## src/rtl/logic_exec_stage.sv

```systemverilog
// Registered bitwise-logic execute stage (AND/OR/XOR/NAND) with zero/parity flags.
// A main output register plus one skid register absorb writeback backpressure
// while keeping results strictly in order.
module logic_exec_stage #(
  parameter int unsigned WIDTH = 8,
  parameter int unsigned CNT_W = 16
) (
  input  logic             clk,
  input  logic             rst,
  input  logic             in_valid,
  output logic             in_ready,
  input  logic [WIDTH-1:0] in_a,
  input  logic [WIDTH-1:0] in_b,
  input  logic [1:0]       in_op,
  output logic             out_valid,
  input  logic             out_ready,
  output logic [WIDTH-1:0] out_data,
  output logic             out_zero,
  output logic             out_parity,
  output logic [CNT_W-1:0] retired_cnt
);

  localparam logic [1:0] OpAnd  = 2'b00;
  localparam logic [1:0] OpOr   = 2'b01;
  localparam logic [1:0] OpXor  = 2'b10;
  localparam logic [1:0] OpNand = 2'b11;

  // Skid entry; the main entry lives directly in the output registers.
  logic             skid_valid;
  logic [WIDTH-1:0] skid_data;
  logic             skid_zero;
  logic             skid_parity;

  logic [WIDTH-1:0] result;
  logic             result_zero;
  logic             result_parity;
  logic             accept;
  logic             xfer;

  // Ready depends only on register state, never on in_valid.
  assign in_ready = ~skid_valid;
  assign accept   = in_valid & in_ready;
  assign xfer     = out_valid & out_ready;

  // Bitwise operation and flags for the incoming operands.
  always_comb begin
    result = '0;
    case (in_op)
      OpAnd:   result = in_a & in_b;
      OpOr:    result = in_a | in_b;
      OpXor:   result = in_a ^ in_b;
      OpNand:  result = ~(in_a & in_b);
      default: result = '0;
    endcase
    result_zero   = (result == '0);
    result_parity = ^result;
  end

  // Main/skid register update; skid only fills when main stalls, and drains into main first.
  always_ff @(posedge clk) begin
    if (rst) begin
      out_valid   <= 1'b0;
      out_data    <= '0;
      out_zero    <= 1'b0;
      out_parity  <= 1'b0;
      skid_valid  <= 1'b0;
      skid_data   <= '0;
      skid_zero   <= 1'b0;
      skid_parity <= 1'b0;
    end else if (!out_valid) begin
      if (accept) begin
        out_valid  <= 1'b1;
        out_data   <= result;
        out_zero   <= result_zero;
        out_parity <= result_parity;
      end
    end else if (xfer) begin
      if (skid_valid) begin
        out_data   <= skid_data;
        out_zero   <= skid_zero;
        out_parity <= skid_parity;
        skid_valid <= 1'b0;
      end else if (accept) begin
        out_data   <= result;
        out_zero   <= result_zero;
        out_parity <= result_parity;
      end else begin
        out_valid <= 1'b0;
      end
    end else if (accept) begin
      // accept here implies skid empty
      skid_valid  <= 1'b1;
      skid_data   <= result;
      skid_zero   <= result_zero;
      skid_parity <= result_parity;
    end
  end

  // Retired-result counter, wraps naturally.
  always_ff @(posedge clk) begin
    if (rst) begin
      retired_cnt <= '0;
    end else if (xfer) begin
      retired_cnt <= retired_cnt + 1'b1;
    end
  end

endmodule

```

## config.mk

```make
export PLATFORM = sky130hd
export DESIGN_NAME = logic_exec_stage
export DESIGN_NICKNAME = d
export VERILOG_FILES = /design/src/rtl/logic_exec_stage.sv
export SDC_FILE = /design/constraint.sdc
export NUM_CORES = 1
export LEC_CHECK = 0
export ABC_AREA = 1
export CORE_ASPECT_RATIO = 0.9
export CORE_MARGIN = 2
export CORE_UTILIZATION = 51
export DETAILED_ROUTE_END_ITERATION = 10
export PLACE_DENSITY = 0.89
export SLEW_MARGIN = 25
export SYNTH_ARGS = -nofsm -noshare
export SYNTH_HDL_FRONTEND = slang
export SYNTH_SLANG_ARGS = --single-unit
export TNS_END_PERCENT = 20
```

## constraint.sdc

```tcl
create_clock -name clk -period 2.37 [get_ports clk]
set_clock_uncertainty 0.15 [all_clocks]
set_input_delay 0.3555 -clock clk [delete_from_list [all_inputs] [get_ports clk]]
set_output_delay 0.3555 -clock clk [all_outputs]
set_load 0.01 [all_outputs]
```

; ---- After elaboration in Yosys (flattened, before gate mapping)
; Cells that the tools add are included.
[op_classes]
n_addsub = 1
mul = 0
div = 0
n_lt_le_gt_ge = 0
eq_ne = 4
shift = 0
mux = 19
bitwise = 8
n_reduce_logical = 6
[ops]
columns = operator, count
row1 = $mux W8, 4
row2 = $pmux W8 S4, 1
row3 = $add A16 B1 Y16 const B, 1
row4 = $mux W1, 14
row5 = $and A8 B8 Y8, 1
row6 = $logic_not A8 Y1, 1
row7 = $not A8 Y8, 1
row8 = $or A8 B8 Y8, 1
row9 = $reduce_xor A8 Y1, 1
row10 = $xor A8 B8 Y8, 1
row11 = $eq A2 B2 Y1 const B, 2
row12 = $reduce_and A3 Y1, 1
row13 = $and A1 B1 Y1, 2
row14 = $eq A2 B1 Y1 const B, 1
row15 = $logic_not A2 Y1, 1
row16 = $ne A2 B1 Y1 const B, 1
row17 = $not A1 Y1, 2
row18 = $reduce_and A2 Y1, 1
row19 = $reduce_bool A2 Y1, 1
[totals]
register_bits = 38
latch_bits = 0
ramBits = 0
rom_bits = 0
input_bits = 22
out_inout_bits = 28
elab_cells = 47
mem_count = 0

; ---- Logic depth before layout (Yosys ltp)
; Gate-level depths: netlist (run 1).
[depth]
depth_word = 8
mapped_depth = 13
ltp_nobuf = 13

; ---- Worst setup path before layout (run 1)
; No wires, ideal clock.
[synth_timing]
kind = input port to flip-flop
from = in in_a[5]
to = reg out_parity
setup_ps = 122
arrival_time_ps = 1702
t_required_ps = 2098
slack_ps = 396
path_stages = 11
path_buffers = 0
cell_sequence = inv_1 ha_1 or2_2 nand3_1 nand2_1 ha_1 xor2_1 nand2_1 nand2_1 o21ai_0 a21oi_1
[synth_between]
elab_chain_cells = 8
elab_cells_between_ends = 10
classes_between = mux (5) / bitwise (4) / reduce/logical (1)
[synth_lines]
columns = item, line
row1 = from (decl), 12  ; input logic [WIDTH-1:0] in_a,
row2 = $and A8 B8 Y8, "49, 52"
row3 = $not A8 Y8, 52  ; OpNand: result = ~(in_a & in_b);
row4 = $pmux W8 S4 (*), 48  ; case (in_op)
row5 = $reduce_xor A8 Y1 (*), 56  ; result_parity = ^result;
row6 = $mux W1 (*), "71, 83"
row7 = $mux W1, 78  ; if (skid_valid) begin
row8 = $mux W1, 77  ; end else if (xfer) begin
row9 = $mux W1 (*), 70  ; end else if (!out_valid) begin
row10 = to (signal assigned), 75  ; out_parity <= result_parity;
row11 = to (signal assigned), 81  ; out_parity <= skid_parity;
row12 = to (signal assigned), 86  ; out_parity <= result_parity;
row13 = to (decl), 19  ; output logic out_parity,
; Mark *: on every way between the ends. The rest lies on a longest branch, timed or not. The select of a mux whose other input is x is not followed.
; A chain may end at the register's enable or synchronous reset.

; ---- Worst setup path in the final report (run 1)
[layout_timing]
from = in in_a[1]
to = reg out_parity
; The elaborated chain is that of the path after synthesis.

==> results.tsv, run 1 <==
stage	metric	value	unit
grt	grt_pass1_vias	2193	
floorplanning	rows	23	
clock_tree	cts-hold-fix-buffers	0	
worst_hold_path	hold_depth	2	
synth	synth_compound_area_share	16.5	%
setup_path	r2r_start	out_valid$_SDFF_PP0_	
clock_tree	cts_tree	done	
cells_and_area	syn2layout_area_growth	34.9	%
synth	synthTopCellsByArea	dfxtp_1 32%, nand2_1 12%, ha_1 11%, inv_1 9.9%, a21oi_1 6.2%	
grt	grt_max_degree	27	
floorplanning	die_h	68.5	um
synth	synth_mux_area_share	0	%
synth	synth_edf_count	0	
synth	synthAdderAreaFrac	11.2	%
synth	synthesis.instances	337	
job	maxCapViolations	0	
synth	synth_fp_nets	380	
synth	avgSynthCellArea	6.99	um2
timing	fin_ws	-0.0506	ns
pwr	ir_worst_vdd	0.000715	V
timing	drv_slew	0	
timing	max_freq	0.413	GHz
drt	avgRoutedWirePerCell	12.4	um
drt	drt_iter0_drc	160	
synth	synth.most_common_cell	nand2_1	
timing	worst_pin_slew	0.442	ns
synth	netlist_area	2360	um2
floorplanning	start_util	52.8	%
clock_tree	cts_buffers	5	
pwr	pwr-share-clk	33.8	%
synth	async_flop_share	0	%
grt	grt_use_total	23.8	%
pwr	seqPwrFrac	42.3	%
setup_path	setup.worst_path.end_class	flip-flop	
cells_and_area	n_fill_cell	346	
grt	overflow	0	
timing	fin_crit	2.42	ns
floorplanning	dieWidth	75.6	um
setup_path	rrSetupSlack	0.67	ns
status	violations	setup timing	
setup_path	worstSetupStartpoint	in_a[1]	
grt	antenna_found_initial	0	
grt	grt_pass1_wl	9380	um
pwr	power_density	509	nW/um2
synth	yosys-top-cells-count	73 x nand2_1, 62 x inv_1, 38 x dfxtp_1	
placed_design	dp.final_hpwl	4400	um
cells_and_area	post-route-util	71.2	%
setup_path	worstRegToRegCells	4	
setup_path	required	2.41	ns
timing	setup_viol_count_final	1	
timing	finalCritPeriodShare	102	%
synth	synth_top_area_share	32.3	%
timing	finalHoldViolCount	0	
placed_design	place_congestion	0.824	
clock_tree	htreeDepth	2	
cells_and_area	fin_nets	449	
setup_path	r2r-end	out_parity$_SDFFE_PP0P_	
cells_and_area	layout-drive-gt1-share	12.0	%
clock_tree	clock-sinks	38	
worst_hold_path	hold_end	skid_valid$_SDFFE_PP0P_	
pwr	p_int	1.17	mW
pwr	p_comb_share	24.0	%
cells_and_area	final_cell_count_no_fill	469	
drt	first_pass_iters	4	
setup_path	critPathKind	in -> reg	
synth	ys_types	35	
synth	synth_xor_area_share	1.86	%
setup_path	startpoint_type	primary input	
status	status	finished with violations	
synth	synth_flop_cell	dfxtp_1	
timing	maxSlewHeadroom	70.6	%
pwr	switching_share	27.9	%
drt	drc_errors	0	
cells_and_area	num_antenna_cells	0	
timing	holdWs	0.340	ns
pwr	power	1.62	mW
clock_tree	postCtsSetupBuffers	0	
synth	synth_sequential_area_ratio	32.3	%
synth	synthSimpleGateAreaFrac	26.6	%
synth	yosys_register_bits	38	
clock_tree	cts_resized	0	
clock_tree	worstSkewPairLatency	0.30	ns
worst_hold_path	hold_class	reg -> reg	
pwr	p_leak	1.49	nW
synth	yosys.area.top_type	dfxtp_1	
floorplanning	dieArea	5180	um2
synth	synth_top_family_by_area	simple AND/OR/NAND/NOR gates	
placed_design	place_inst	461	
drt	vias	2395	
drt	via_per_inst	5.11	
cells_and_area	multi_input_area	1350	um2
cells_and_area	regArea	761	um2
worst_hold_path	hp-start	skid_valid$_SDFFE_PP0P_	
floorplanning	core_area	4460	um2
pwr	p_sw	0.452	mW
clock_tree	cts-root-buf	clkbuf_8	
synth	ys_warn_count	0	
placed_design	numPortBuffers	49	
setup_path	critPathArrivalTime	2.46	ns
floorplanning	io_pins	50	
clock_tree	cts_buffer_depth	2	
drt	routed_wl	5820	um
clock_tree	clk_pin_slew	0.08	ns
setup_path	crit_fanout	2	
drt	postRouteAntennaNets	0	
## power groups by stage
| stage | logic, mW | registers [mW] | clock network, mW |
|---|---|---|---|
| 5_1_grt | 0.420 | 0.688 | 0.574 |
| 2_1_floorplan | 0.186 | 0.706 | 0 |
| 3_5_place_dp | 0.365 | 0.698 | 0 |
| 6_report | 0.388 | 0.684 | 0.547 |
| 4_1_cts | 0.368 | 0.684 | 0.552 |
| 3_3_place_gp | 0.349 | 0.698 | 0 |
## routing by layer
metal	global-route usage, %	share of wire [%]	vias to the layer above
met5	0	0	-
met1	30.5	44	1103
met3	4.86	5.3	18
met4	9.65	2.1	0
li1	-	-	1201
met2	39.0	48	73
## per-stage QoR
stage / area, um2 / setup WS, ns / TNS, ns
floorplan: 2360 / 0.396 / 0
global placement: 3030 / -0.171 / -0.321
detailed placement: 3030 / -0.280 / -0.526
CTS: 3140 / 0.0175 / 0
global route: 3180 / -0.0629 / -0.125
finish: 3180 / -0.0506 / -0.0506
## cell usage in the layout, fill, tap and decap left out, types with 5 or more instances in the layout
master | Yosys | routed
nand3_1 | 5 | 5
clkdlybuf4s50_1 | 0 | 47
o21bai_1 | 6 | 6
ha_1 | 21 | 19
nor2_1 | 27 | 26
o21ai_0 | 28 | 28
nand2_1 | 73 | 73
inv_1 | 62 | 62
nor2_4 | 5 | 6
dfxtp_1 | 38 | 38
nand4_1 | 9 | 9
buf_4 | 0 | 18
clkbuf_8 | 0 | 5
a21oi_1 | 29 | 29
## registers in the layout (all words and copies together), names as in the netlist
name         flops
out_data         8
out_zero         1
out_valid        1
skid_valid       1
skid_parity      1
out_parity       1
skid_zero        1
skid_data        8
retired_cnt     16
## cell families (layout without fill, tap and decap cells)
group	after synthesis	count (layout)
simple gates	133	133
fa+ha+maj	21	21
flops	38	38
buf+inv	70	140
compound gates	70	70
xor+xnor	5	5
## area by class of cell
| type | count | area share (%) |
|---|---|---|
| Tap cell | 62 | 2.44 |
| Clock inverter | 3 | 1.26 |
| Multi-Input combinational cell | 229 | 42.6 |
| Inverter | 65 | 7.76 |
| Clock buffer | 5 | 2.17 |
| Sequential cell | 38 | 23.9 |
| Timing Repair Buffer | 67 | 19.8 |
## worst max-delay path by stage
stage	endpoint	slack [ns]	depth (start not counted)
after global routing	out_parity$_SDFFE_PP0P_	-0.06	13
after detailed placement	out_parity$_SDFFE_PP0P_	-0.28	12
final	out_parity$_SDFFE_PP0P_	-0.05	13
after global placement	out_parity$_SDFFE_PP0P_	-0.17	12
after floorplan	out_parity$_SDFFE_PP0P_	0.40	11
after CTS	out_parity$_SDFFE_PP0P_	0.02	12
## critical path, stage by stage
cell,delay (ns)
clkdlybuf4s50_1,0.48
inv_1,0.05
ha_1,0.18
nor3_1,0.30
nor2_2,0.08
nand2_1,0.06
inv_1,0.06
ha_1,0.31
xnor2_1,0.14
nand2_1,0.07
nand2_1,0.07
o21ai_0,0.20
a21oi_1,0.09
(Power assumes the default switching activity.)
==> run 2: changes to the inputs <==
--- a/config.mk
+++ b/config.mk
@@ -6,9 +6,11 @@
 export NUM_CORES = 1
 export LEC_CHECK = 0
 export ABC_AREA = 1
+export CELL_PAD_IN_SITES_DETAIL_PLACEMENT = 1
+export CELL_PAD_IN_SITES_GLOBAL_PLACEMENT = 2
 export CORE_ASPECT_RATIO = 0.9
 export CORE_MARGIN = 2
-export CORE_UTILIZATION = 51
+export CORE_UTILIZATION = 28
 export DETAILED_ROUTE_END_ITERATION = 10
 export PLACE_DENSITY = 0.89
 export SLEW_MARGIN = 25
==> run 2 against run 1 <==
Net effect:
- the flow now finishes without violations
- non-clock buffer count increased by 2
- register-to-register slack got worse by 0.08 ns
- utilization decreased by 31 points
- first-iteration DRC count decreased by 44%
- combinational power increased by 5.7%
- via count decreased by 0.67%
- clock power decreased by 15%
- setup slack improved by 0.20 ns
- clock-buffer cell count increased by 2
- maximum frequency increased by 8.8%
- critical endpoint unchanged
- largest cell class unchanged
==> results.tsv, run 2 (synthesis gave the netlist of run 1 again) <==
stage	metric	value	unit	change
clock_tree	cts_buffers	5		unchanged
cells_and_area	fin_nets	451		+0.45%
grt	grt_use_total	14.8	%	-9.0 points
pwr	ir_worst_vdd	0.000195	V	-73%
grt	antenna_found_initial	0		unchanged
drt	first_pass_iters	4		unchanged
placed_design	post-place-ws	-0.296	ns	-0.0155 ns
clock_tree	cts-hold-fix-buffers	0		unchanged
clock_tree	worstSkewPairLatency	0.28	ns	-0.02 ns
drt	vias	2379		-0.67%
setup_path	rrSetupSlack	0.59	ns	-0.08 ns
clock_tree	clk_pin_slew	0.08	ns	about the same
setup_path	crit_family	simple AND/OR/NAND/NOR gates		
cells_and_area	largest_reg_flops	16		unchanged
drt	postRouteAntennaNets	0		unchanged
placed_design	place_congestion	0.793		-3.7%
pwr	p_leak	1.52	nW	+1.6%
clock_tree	cts_tree	done		
floorplanning	io_pins	50		unchanged
drt	drc_errors	0		unchanged
timing	fin_crit	2.22	ns	-0.197 ns
setup_path	crit_path_max_incr_delay	0.48	ns	about the same
worst_hold_path	hold_class	reg -> reg		
setup_path	crit_buf_inv	2		-1
drt	drt_iter0_drc	89		-44%
floorplanning	core_area	8110	um2	+82%
pwr	power_density	479	nW/um2	-6.0%
setup_path	path_cells	clkdlybuf4s50_1, inv_1, ha_1, or2_2, nand3_2, nand2_2, ha_4, xor2_1, nand2_1, nand2_1, o21ai_1, a21oi_1		
placed_design	placed_area	3080	um2	+1.5%
floorplanning	rows	31		+35%
setup_path	crit_path_frequent_cell	nand2_1		
pwr	seqPwrFrac	43.9	%	+1.6 points
setup_path	crit_fanout	2		unchanged
cells_and_area	final_common_cell	nand2_1		
cells_and_area	final_cell_count_no_fill	508		+8.3%
grt	grt_pass1_vias	2381		+8.6%
setup_path	critPathKind	in -> reg		
setup_path	setup.worst_path.end_class	flip-flop		
placed_design	numPortBuffers	49		unchanged
drt	wl_met3	191	um	-38%
clock_tree	cts_buffer_depth	2		unchanged
cells_and_area	n_fill_cell	1005		+190%
cells_and_area	fin_area	3260	um2	+2.5%
cells_and_area	mostFrequentLayoutCells	72 x nand2_1, 59 x inv_1, 45 x clkdlybuf4s50_1		
setup_path	critPathArrivalTime	2.29	ns	-0.17 ns
timing	max_freq	0.450	GHz	+8.8%
setup_path	cp_slowest_cell	clkdlybuf4s50_1		
floorplanning	dieWidth	101	um	+33%
clock_tree	htreeDepth	2		unchanged
clock_tree	clock-sinks	38		unchanged
status	status	finished clean		
cells_and_area	syn2layout_area_growth	38.3	%	
drt	wl_met1	3210	um	+25%
floorplanning	dieArea	9160	um2	+77%
drt	routed_wl	6590	um	+13%
cells_and_area	post-route-util	40.2	%	-31 points
pwr	p_int	1.11	mW	-4.9%
timing	finalCritPeriodShare	93.8	%	-8.3 points
drt	met2_length	3140	um	+12%
timing	maxSlewHeadroom	68.7	%	-1.8 points
floorplanning	die_h	91.0	um	+33%
setup_path	required	2.44	ns	+0.03 ns
cells_and_area	num_antenna_cells	0		unchanged
worst_hold_path	hold_end	skid_valid$_SDFFE_PP0P_		
pwr	switching_share	28.9	%	+0.98 points
worst_hold_path	hold_depth	2		unchanged
floorplanning	start_util	29.1	%	-24 points
job	maxCapViolations	0		unchanged
timing	holdWs	0.348	ns	+0.00777 ns
pwr	pwr-share-clk	29.8	%	-4.0 points
timing	fin_ws	0.146	ns	+0.197 ns
cells_and_area	largest_register	retired_cnt		
setup_path	path_depth	12		-1
worst_hold_path	hp-start	skid_valid$_SDFFE_PP0P_		
drt	via_per_inst	4.68		-8.3%
pwr	p_sw	0.451	mW	-0.25%
drt	avgRoutedWirePerCell	13.0	um	+4.6%
cells_and_area	reg.largest.list	retired_cnt (16), out_data (8), skid_data (8)		
setup_path	r2r-end	out_data[1]$_SDFFE_PP0P_		
drt	top_layer	met4		
timing	finalHoldViolCount	0		unchanged
grt	overflow	0		unchanged
timing	setup_viol_count_final	0		-1
setup_path	startpoint_type	primary input		
cells_and_area	layout-drive-gt1-share	14.4	%	+2.4 points
grt	grt_max_degree	19		-30%
timing	worst_pin_slew	0.469	ns	+0.0277 ns
timing	grt_setup_unrepaired	no		
setup_path	r2r_start	out_valid$_SDFF_PP0_		
clock_tree	cts-root-buf	clkbuf_8		
pwr	p_comb_share	26.3	%	+2.3 points
timing	drv_slew	0		unchanged
placed_design	dp.final_hpwl	5120	um	+16%
placed_design	place_inst	498		+8.0%
setup_path	worstRegToRegCells	4		unchanged
grt	grt_pass1_wl	11200	um	+20%
## run 2: worst reg2reg max path, cell delays in order (launching register included)
cell and delay (ns):
dfxtp_1 0.44, nand2_1 0.32, a21oi_2 0.51, o21ai_0 0.17, a21oi_1 0.13
## run 2: through the flow
step           setup TNS (ns)  total power [mW]
2_1_floorplan               0             0.892
3_3_place_gp           -0.412              1.06
3_5_place_dp           -0.665              1.07
4_1_cts                     0              1.54
5_1_grt                     0              1.66
6_report                    0              1.56
## run 2: worst max path at each step
stage	endpoint	slack, ns	start
CTS	out_parity$_SDFFE_PP0P_	0.02	in_op[1]
detailed placement	out_parity$_SDFFE_PP0P_	-0.30	in_a[5]
floorplan	out_parity$_SDFFE_PP0P_	0.40	in_a[5]
finish	out_parity$_SDFFE_PP0P_	0.15	in_b[5]
global route	out_parity$_SDFFE_PP0P_	0.003	in_a[7]
global placement	out_parity$_SDFFE_PP0P_	-0.22	in_op[0]
## run 2: final cells by class
type,instances,area (um2),share of cell area [%]
Multi-Input combinational cell,229,1390,42.5
Sequential cell,38,761,23.3
Timing Repair Buffer,69,651,20.0
Inverter,65,246,7.57
Tap cell,99,124,3.80
Clock buffer,7,86.3,2.65
Clock inverter,1,5.00,0.154
## run 2: per-layer routing
layer  up-vias  global-route usage (%)
met2        27                    24.9
li1       1202                       -
met4         0                    1.94
met1      1146                    20.2
met5         -                       0
met3         4                    2.54
## run 2: power groups by stage
stage          clock, mW  combinational [mW]  sequential (mW)
5_1_grt            0.515               0.457            0.690
3_5_place_dp           0               0.371            0.701
2_1_floorplan          0               0.186            0.706
3_3_place_gp           0               0.362            0.699
4_1_cts            0.484               0.374            0.686
6_report           0.465               0.410            0.685
## run 2: repair_timing
item                       CTS  global route
setup endpoints to repair    1             2
pin swaps                    0             4
hold endpoints to repair     0             0
buffers inserted             0             2
resized for setup            1            18
==> run 3: changes to the inputs <==
--- a/config.mk
+++ b/config.mk
@@ -6,6 +6,7 @@
 export NUM_CORES = 1
 export LEC_CHECK = 0
 export ABC_AREA = 1
+export CAP_MARGIN = 20
 export CELL_PAD_IN_SITES_DETAIL_PLACEMENT = 1
 export CELL_PAD_IN_SITES_GLOBAL_PLACEMENT = 2
 export CORE_ASPECT_RATIO = 0.9
==> results of run 3 <==
Same layout as run 2: the final DEF is identical, and so are final timing and power.
